### src/rtl/alu_exec_ctrl.sv
// alu_exec_ctrl: multi-cycle execute controller sitting between issue logic,
// a synchronous-read register file and a combinational ALU.
// Sequence per instruction: RD (address the RF), EX (drive the ALU and capture
// its result), WB (write back to the RF and commit the zero flag).
module alu_exec_ctrl #(
  parameter int unsigned DSIZE = 16,
  parameter int unsigned ASIZE = 4
) (
  input  logic             clk,
  input  logic             rst_n,
  input  logic             i_instr_valid,
  output logic             o_instr_ready,
  input  logic [15:0]      i_instr,
  output logic [ASIZE-1:0] o_rf_raddr1,
  output logic [ASIZE-1:0] o_rf_raddr2,
  input  logic [DSIZE-1:0] i_rf_rdata1,
  input  logic [DSIZE-1:0] i_rf_rdata2,
  output logic [DSIZE-1:0] o_alu_a,
  output logic [DSIZE-1:0] o_alu_b,
  output logic [2:0]       o_alu_op,
  input  logic [DSIZE-1:0] i_alu_out,
  input  logic             i_alu_zero,
  output logic             o_rf_we,
  output logic [ASIZE-1:0] o_rf_waddr,
  output logic [DSIZE-1:0] o_rf_wdata,
  output logic             o_zero_flag,
  output logic             o_illegal
);

  localparam int unsigned IMM_W = 4;

  localparam logic [1:0] ST_IDLE = 2'd0;
  localparam logic [1:0] ST_RD   = 2'd1;
  localparam logic [1:0] ST_EX   = 2'd2;
  localparam logic [1:0] ST_WB   = 2'd3;

  localparam logic [2:0] OP_ADD  = 3'd0;
  localparam logic [2:0] OP_SUB  = 3'd1;
  localparam logic [2:0] OP_AND  = 3'd2;
  localparam logic [2:0] OP_XOR  = 3'd3;
  localparam logic [2:0] OP_COM  = 3'd4;
  localparam logic [2:0] OP_MUL  = 3'd5;
  localparam logic [2:0] OP_ADDI = 3'd6;

  logic [1:0]       r_state;
  logic [1:0]       w_state_nxt;
  logic [11:0]      r_instr;        // rd/rs/rt fields of the accepted instruction
  logic [2:0]       r_op;
  logic [DSIZE-1:0] r_result;
  logic             r_zero;
  logic             r_zero_flag;
  logic             r_illegal;

  logic             w_ready;
  logic             w_xfer;
  logic             w_legal;
  logic [2:0]       w_op_map;
  logic [DSIZE-1:0] w_imm_sext;

  // Handshake: accept in IDLE and WB; held low while in reset
  assign w_ready = rst_n & ((r_state == ST_IDLE) | (r_state == ST_WB));
  assign w_xfer  = i_instr_valid & w_ready;
  assign w_legal = (i_instr[15:12] < 4'd7);

  // Opcode to ALU operation mapping
  always_comb begin
    w_op_map = OP_ADD;
    case (i_instr[15:12])
      4'd0:    w_op_map = OP_ADD;
      4'd1:    w_op_map = OP_SUB;
      4'd2:    w_op_map = OP_AND;
      4'd3:    w_op_map = OP_XOR;
      4'd4:    w_op_map = OP_COM;
      4'd5:    w_op_map = OP_MUL;
      4'd6:    w_op_map = OP_ADDI;
      default: w_op_map = OP_ADD;
    endcase
  end

  assign w_imm_sext = {{(DSIZE-IMM_W){r_instr[3]}}, r_instr[3:0]};

  // State register
  always_ff @(posedge clk or negedge rst_n) begin
    if (!rst_n) r_state <= ST_IDLE;
    else        r_state <= w_state_nxt;
  end

  // Next-state logic; illegal transfers never leave IDLE and do not cut WB short
  always_comb begin
    w_state_nxt = r_state;
    case (r_state)
      ST_IDLE: w_state_nxt = (w_xfer && w_legal) ? ST_RD : ST_IDLE;
      ST_RD:   w_state_nxt = ST_EX;
      ST_EX:   w_state_nxt = ST_WB;
      ST_WB:   w_state_nxt = (w_xfer && w_legal) ? ST_RD : ST_IDLE;
      default: w_state_nxt = ST_IDLE;
    endcase
  end

  // Instruction latch, result capture, zero flag commit and illegal pulse
  always_ff @(posedge clk or negedge rst_n) begin
    if (!rst_n) begin
      r_instr     <= '0;
      r_op        <= '0;
      r_result    <= '0;
      r_zero      <= 1'b0;
      r_zero_flag <= 1'b0;
      r_illegal   <= 1'b0;
    end else begin
      r_illegal <= w_xfer & ~w_legal;
      if (w_xfer && w_legal) begin
        r_instr <= i_instr[11:0];
        r_op    <= w_op_map;
      end
      if (r_state == ST_EX) begin
        r_result <= i_alu_out;
        r_zero   <= i_alu_zero;
      end
      if (r_state == ST_WB) r_zero_flag <= r_zero;
    end
  end

  // Per-state decode of RF and ALU side outputs; all zero in IDLE and reset
  always_comb begin
    o_rf_raddr1 = '0;
    o_rf_raddr2 = '0;
    o_alu_a     = '0;
    o_alu_b     = '0;
    o_alu_op    = '0;
    o_rf_we     = 1'b0;
    o_rf_waddr  = '0;
    o_rf_wdata  = '0;
    if (r_state != ST_IDLE) begin
      o_rf_raddr1 = ASIZE'(r_instr[7:4]);
      o_rf_raddr2 = ASIZE'(r_instr[3:0]);
    end
    if (r_state == ST_EX) begin
      o_alu_a  = i_rf_rdata1;
      o_alu_b  = (r_op == OP_ADDI) ? w_imm_sext : i_rf_rdata2;
      o_alu_op = r_op;
    end
    if (r_state == ST_WB) begin
      o_rf_waddr = ASIZE'(r_instr[11:8]);
      o_rf_wdata = r_result;
      o_rf_we    = (r_instr[11:8] != 4'd0);
    end
  end

  assign o_instr_ready = w_ready;
  assign o_zero_flag   = r_zero_flag;
  assign o_illegal     = r_illegal;

endmodule

### config.mk
export PLATFORM = sky130hd
export DESIGN_NAME = alu_exec_ctrl
export DESIGN_NICKNAME = d
export VERILOG_FILES = /design/src/rtl/alu_exec_ctrl.sv
export SDC_FILE = /design/constraint.sdc
export NUM_CORES = 1
export LEC_CHECK = 0
export ABC_AREA = 1
export CAP_MARGIN = 20
export CORE_ASPECT_RATIO = 1.1
export CORE_UTILIZATION = 30
export CTS_BUF_LIST = sky130_fd_sc_hd__clkbuf_4
export DETAILED_ROUTE_END_ITERATION = 8
export PLACE_DENSITY = 0.69
export SETUP_SLACK_MARGIN = 0.4
export SLEW_MARGIN = 20
export SYNTH_ARGS = -nofsm -noshare
export SYNTH_HDL_FRONTEND = slang
export SYNTH_SLANG_ARGS = --single-unit
### constraint.sdc
create_clock -name clk -period 2 [get_ports clk]
set_input_delay 0.3 -clock clk [delete_from_list [all_inputs] [get_ports clk]]
set_output_delay 0.3 -clock clk [all_outputs]
set_load 0.005 [all_outputs]
### Word-level counts from Yosys, hierarchy flattened

Cells that the tools add are included.

| cells by class | value |
|---|---|
| add/sub/neg operators | 0 |
| multipliers | 0 |
| divide/modulo/power cells | 0 |
| magnitude comparators | 1 |
| equality and inequality tests | 10 |
| shift-type cells | 0 |
| multiplexer cells | 12 |
| bitwise operators | 5 |
| reductions and logical operators | 5 |

Operators by type and width:

| cell | number |
|---|---|
| two-way mux 16 bit | 4 |
| one-hot mux 3 bit (6 select lines) | 1 |
| equality test 4 x 3 -> 1 bit, second input constant | 3 |
| two-way mux 4 bit | 3 |
| equality test 4 x 2 -> 1 bit, second input constant | 2 |
| one-hot mux 2 bit (3 select lines) | 1 |
| equality test 2 bit, second input constant | 2 |
| equality test 4 x 1 -> 1 bit, second input constant | 1 |
| < comparator 4 x 3 -> 1 bit, second input constant | 1 |
| nonzero test 4 bit | 1 |
| AND 1 bit | 3 |
| equality test 3 bit, second input constant | 1 |
| two-way mux 3 bit | 1 |
| equality test 2 x 1 -> 1 bit, second input constant | 1 |
| logical NOT 2 bit | 1 |
| two-way mux 1 bit | 2 |
| nonzero test 2 bit | 1 |
| OR reduction 2 bit | 1 |
| logical AND 1 bit | 1 |
| NOT 1 bit | 1 |
| OR 1 bit | 1 |

| word-level totals | value |
|---|---|
| register bits after elaboration | 36 |
| bits in latches | 0 |
| RAM bits | 0 |
| memory bits (read-only) | 0 |
| bits of input ports | 68 |
| output and inout port bits | 67 |
| logic and storage cells | 40 |
| memories | 0 |

### Longest topological paths before layout

| depth | value |
|---|---|
| depth after elaboration | 7 |
| depth in mapped cells | 7 |

### Worst setup path after synthesis

OpenSTA, ideal clock, no wires.

| timing | value |
|---|---|
| kind | register to output |
| start point | register r_state[0] |
| end point | output port o_alu_b[10] |
| arrival time | 1.120 ns |
| required time | 1.700 ns |
| path slack | 0.580 ns |
| stages on the path, launching flop included | 7 |
| cell sequence | dfrtp_1 inv_1 ha_1 clkbuf_1 inv_1 clkbuf_1 a21oi_1 |

| on the way | value |
|---|---|
| word-level cells in the longest chain between the ends | 2 |

Ends and longest elaborated chain:

| what | line | RTL |
|---|---|---|
| start, declared | 45 | `logic [1:0] r_state;` |
| start signal, assigned | 85 | `else r_state <= w_state_nxt;` |
| equality test 2 bit | 137 | `if (r_state == ST_EX) begin` |
| two-way mux 16 bit | 137 |  |
| end, declared | 19 | `output logic [DSIZE-1:0] o_alu_b,` |

Every way passes these cells.

### Final worst setup path

| timing | value |
|---|---|
| start point | register r_state[1] |
| end point | output port o_alu_b[13] |

The elaborated chain is that of the path after synthesis.

==> impl_metrics.json <==
{
  "outcome": "complete, no violations",
  "syn_area_cell_um2": 6.75,
  "fp.coreArea_um2": 6630,
  "post_synthesis_instance_area_um2": 2070,
  "tightest_slew_ns": 0.297,
  "ir_worst_vdd_uv": 787,
  "path_max_fanout": 8,
  "routed-via-count": 2499,
  "design.die.area_um2": 7240,
  "placement.cell_area_um2": 3490,
  "critPathBufInv": 5,
  "via_count_of_the_first_global_routing_pass": 2285,
  "worst_setup_hold_path_clk_slew_ns": 0.11,
  "tritoncts": "done",
  "setup_repair_after_global_routing_missed_its_margin": "true",
  "remaining_drc_errors": 0,
  "cp_most_frequent_cell": "sky130_fd_sc_hd__buf_6",
  "dpl.hpwl_mm": 4.73,
  "min_delay_path_class": "primary input to flop",
  "yosysUniqueCellTypes": 18,
  "final_antenna_net_count": 0,
  "firstDrtPassIters": 4,
  "synth_area_leader_cell": "sky130_fd_sc_hd__dfrtp_1",
  "synthesis.nets": 379,
  "diodes_inserted": 0,
  "dieWidth_um": 81.2,
  "critPathTopFamily": "buffers and inverters",
  "synthCells": 307,
  "postLayoutCellArea_um2": 4260,
  "worstPathArrival_ns": 1.57,
  "clock_sink_count": 36,
  "setup_crit_start_kind": "flop",
  "placement_rows": 31,
  "required_time_at_the_endpoint_of_the_critical_path_ns": 1.70,
  "yosysTopAreaCellShare": 0.435,
  "fmax_ghz": 0.535,
  "nFillCells": 606,
  "setup-tns-final_ns": 0,
  "worst_setup_ep_type": "primary output",
  "chipHeight_um": 89.2,
  "synthToLayoutAreaGrowth_pct": 105,
  "max-slew-margin-rel": 0.801,
  "power_density_nw_per_um2": 1380,
  "via_per_inst": 4.44,
  "grt-ovfl-total": 0,
  "synth-seq-area-share": 0.435,
  "fin_crit_sh": 0.934,
  "grt_pass1_wl_mm": 10.4,
  "final_period_minus_worst_setup_slack_ns": 1.87,
  "skew_final_ns": 0.00345,
  "critPathMaxStageDelay_ns": 0.39,
  "final.hold.worst_slack_ns": 0.462,
  "place.gp.congestion": 0.777,
  "setup_violations": 0,
  "initialDrtViolationCount": 30,
  "final-hold-violation-count": 0,
  "critical_path.slowest_cell": "sky130_fd_sc_hd__dfrtp_1",
  "num-nets-final": 552,
  "root_buf_cell": "sky130_fd_sc_hd__clkbuf_4",
  "routed_wire_length_per_instance_um": 13.0,
  "htree_levels": 2,
  "post_synth_main_area_contributors": "sky130_fd_sc_hd__dfrtp_1 (43%), sky130_fd_sc_hd__nand2_1 (27%), sky130_fd_sc_hd__inv_1 (9.4%)",
  "combined_global_route_utilization_of_all_metal_layers": 0.190,
  "number_of_antenna_violations_at_the_first_check_in_global_routing": 0,
  "port_bufs": 134,
  "num_io_pins": 135,
  "tritoncts.num_buffers": 5,
  "cap_viol_max_count": 0,
  "detail_route.wirelength_mm": 7.33,
  "share_of_cells_above_drive_strength_1": 0.424,
  "leakage_nw": 2.51,
  "worst_skew_pair.late_latency_ns": 0.33,
  "largest_net_degree_at_the_start_of_global_routing": 20,
  "ys_warn_count": 0,
  "clock_tree.buffer_depth": 2,
  "final_max_slew_viol_count": 0,
  "critical_path_cell_by_cell": "buf_6 > ha_4 > buf_6 > inv_4 > buf_8 > a21oi_2 > buf_2",
  "start_util": 0.312,
  "critPathKind": "flop to primary output",
  "ys_ff_latch": 36
}
-- cell type report --
class	instances	area (um^2)	share of cell area
clock buffers	6	45.0	0.0106
clock inverters	2	35.0	0.00823
inverters	54	213	0.0500
multi-input cells	203	1210	0.284
flip-flops and latches	36	901	0.212
well taps	82	103	0.0241
repair buffers	180	1750	0.412
-- cells in the mapped netlist (all sizes together) --
master and instances:
a21oi 15, and3 1, buf 10, clkbuf 5, dfrtp 36, ha 4
inv 54, nand2 149, nand3 1, nand3b 1, nand4 1, nor2 25
nor3 2, o21ai 3
-- logic make-up (layout without fill, tap and decap cells) --
| family | Yosys count | count (layout) | share of synthesized area |
|---|---|---|---|
| flip-flops | 36 | 36 | 0.435 |
| buffers and inverters | 69 | 242 | 0.143 |
| AO/OA/AOI/OAI | 18 | 18 | 0.0435 |
| adder cells (fa/ha/maj) | 4 | 4 | 0.0242 |
| AND/OR/NAND/NOR | 180 | 181 | 0.354 |
-- sequential cells by signal (all words and copies together) (netlist names) --
register and flops:
r_result 16, r_state 2, o_illegal 1, o_zero_flag 1, r_instr 12, r_zero 1, r_op 3
-- metal layers --
| layer | up-vias | track usage | routed length [um] |
|---|---|---|---|
| li1 | 1232 | - | - |
| met1 | 1171 | 0.196 | 2610 |
| met2 | 88 | 0.380 | 4140 |
| met3 | 8 | 0.0347 | 508 |
| met4 | 0 | 0.0617 | 76 |
| met5 | - | 0 | 0 |
-- worst reg2reg max path: cells and delay by family, from the launching register on --
kind	cells	cell delay, ns
AND/OR/NAND/NOR	4	0.42
flip-flops	1	0.41
buffers and inverters	3	0.40
adder cells (fa/ha/maj)	1	0.23
-- through the flow --
stage	setup slack, ns	std cells	util	power (mW)
2_1_floorplan	0.580	307	-	2.56
3_3_place_gp	0.137	518	0.527	3.88
3_5_place_dp	0.0475	518	0.527	3.93
4_1_cts	0.121	560	0.590	5.32
5_1_grt	0.0232	563	0.642	6.28
6_report	0.132	563	0.642	5.85
-- cell usage in the layout (no fill, tap or decap), types with 2 or more instances in the layout --
cell type / Yosys / final
sky130_fd_sc_hd__dfrtp_1: 36 / 36
sky130_fd_sc_hd__buf_12: 0 / 5
sky130_fd_sc_hd__nand2_1: 147 / 108
sky130_fd_sc_hd__buf_6: 4 / 42
sky130_fd_sc_hd__ha_4: 0 / 3
sky130_fd_sc_hd__buf_2: 6 / 34
sky130_fd_sc_hd__a21oi_2: 0 / 10
sky130_fd_sc_hd__nor2_4: 3 / 3
sky130_fd_sc_hd__inv_2: 2 / 29
sky130_fd_sc_hd__nor3_1: 2 / 2
sky130_fd_sc_hd__nand2_2: 2 / 14
sky130_fd_sc_hd__buf_8: 0 / 6
sky130_fd_sc_hd__nand2_4: 0 / 27
sky130_fd_sc_hd__dlygate4sd2_1: 0 / 8
sky130_fd_sc_hd__a21oi_1: 15 / 5
sky130_fd_sc_hd__buf_4: 0 / 13
sky130_fd_sc_hd__clkdlybuf4s50_1: 0 / 68
sky130_fd_sc_hd__inv_1: 52 / 22
sky130_fd_sc_hd__buf_16: 0 / 2
sky130_fd_sc_hd__nor2_1: 22 / 22
sky130_fd_sc_hd__clkbuf_4: 0 / 6
sky130_fd_sc_hd__inv_4: 0 / 2
-- power breakdown --
group	total (mW)	switching, mW	internal, mW
combinational	3.96	1.82	2.14
clock	0.514	0.238	0.276
sequential	1.38	0.302	1.08
total	5.85	2.36	3.49
-- what timing repair did --
action,CTS,global route
endpoints found under the setup margin,81,97
setup buffers,29,2
gates resized for setup,323,90
hold buffers,1,0
hold endpoints to repair,36,0
pin swaps,16,4
gates cloned,4,1
-- path summary, 6_finish.rpt --
check	depth (start not counted)	end	start	slack [ns]
worst max register to register	8	r_instr[3]	r_state[1]	0.48
worst min-delay path	6	r_instr[10]	rst_n	0.46
max in group asynchronous	3	r_result[12]	rst_n	1.24
worst max-delay path	7	o_alu_b[13]	r_state[1]	0.13
worst min register to register	2	r_instr[7]	r_instr[7]	0.49
min in group asynchronous	3	r_instr[6]	rst_n	0.54
(Power assumes the default switching activity.)
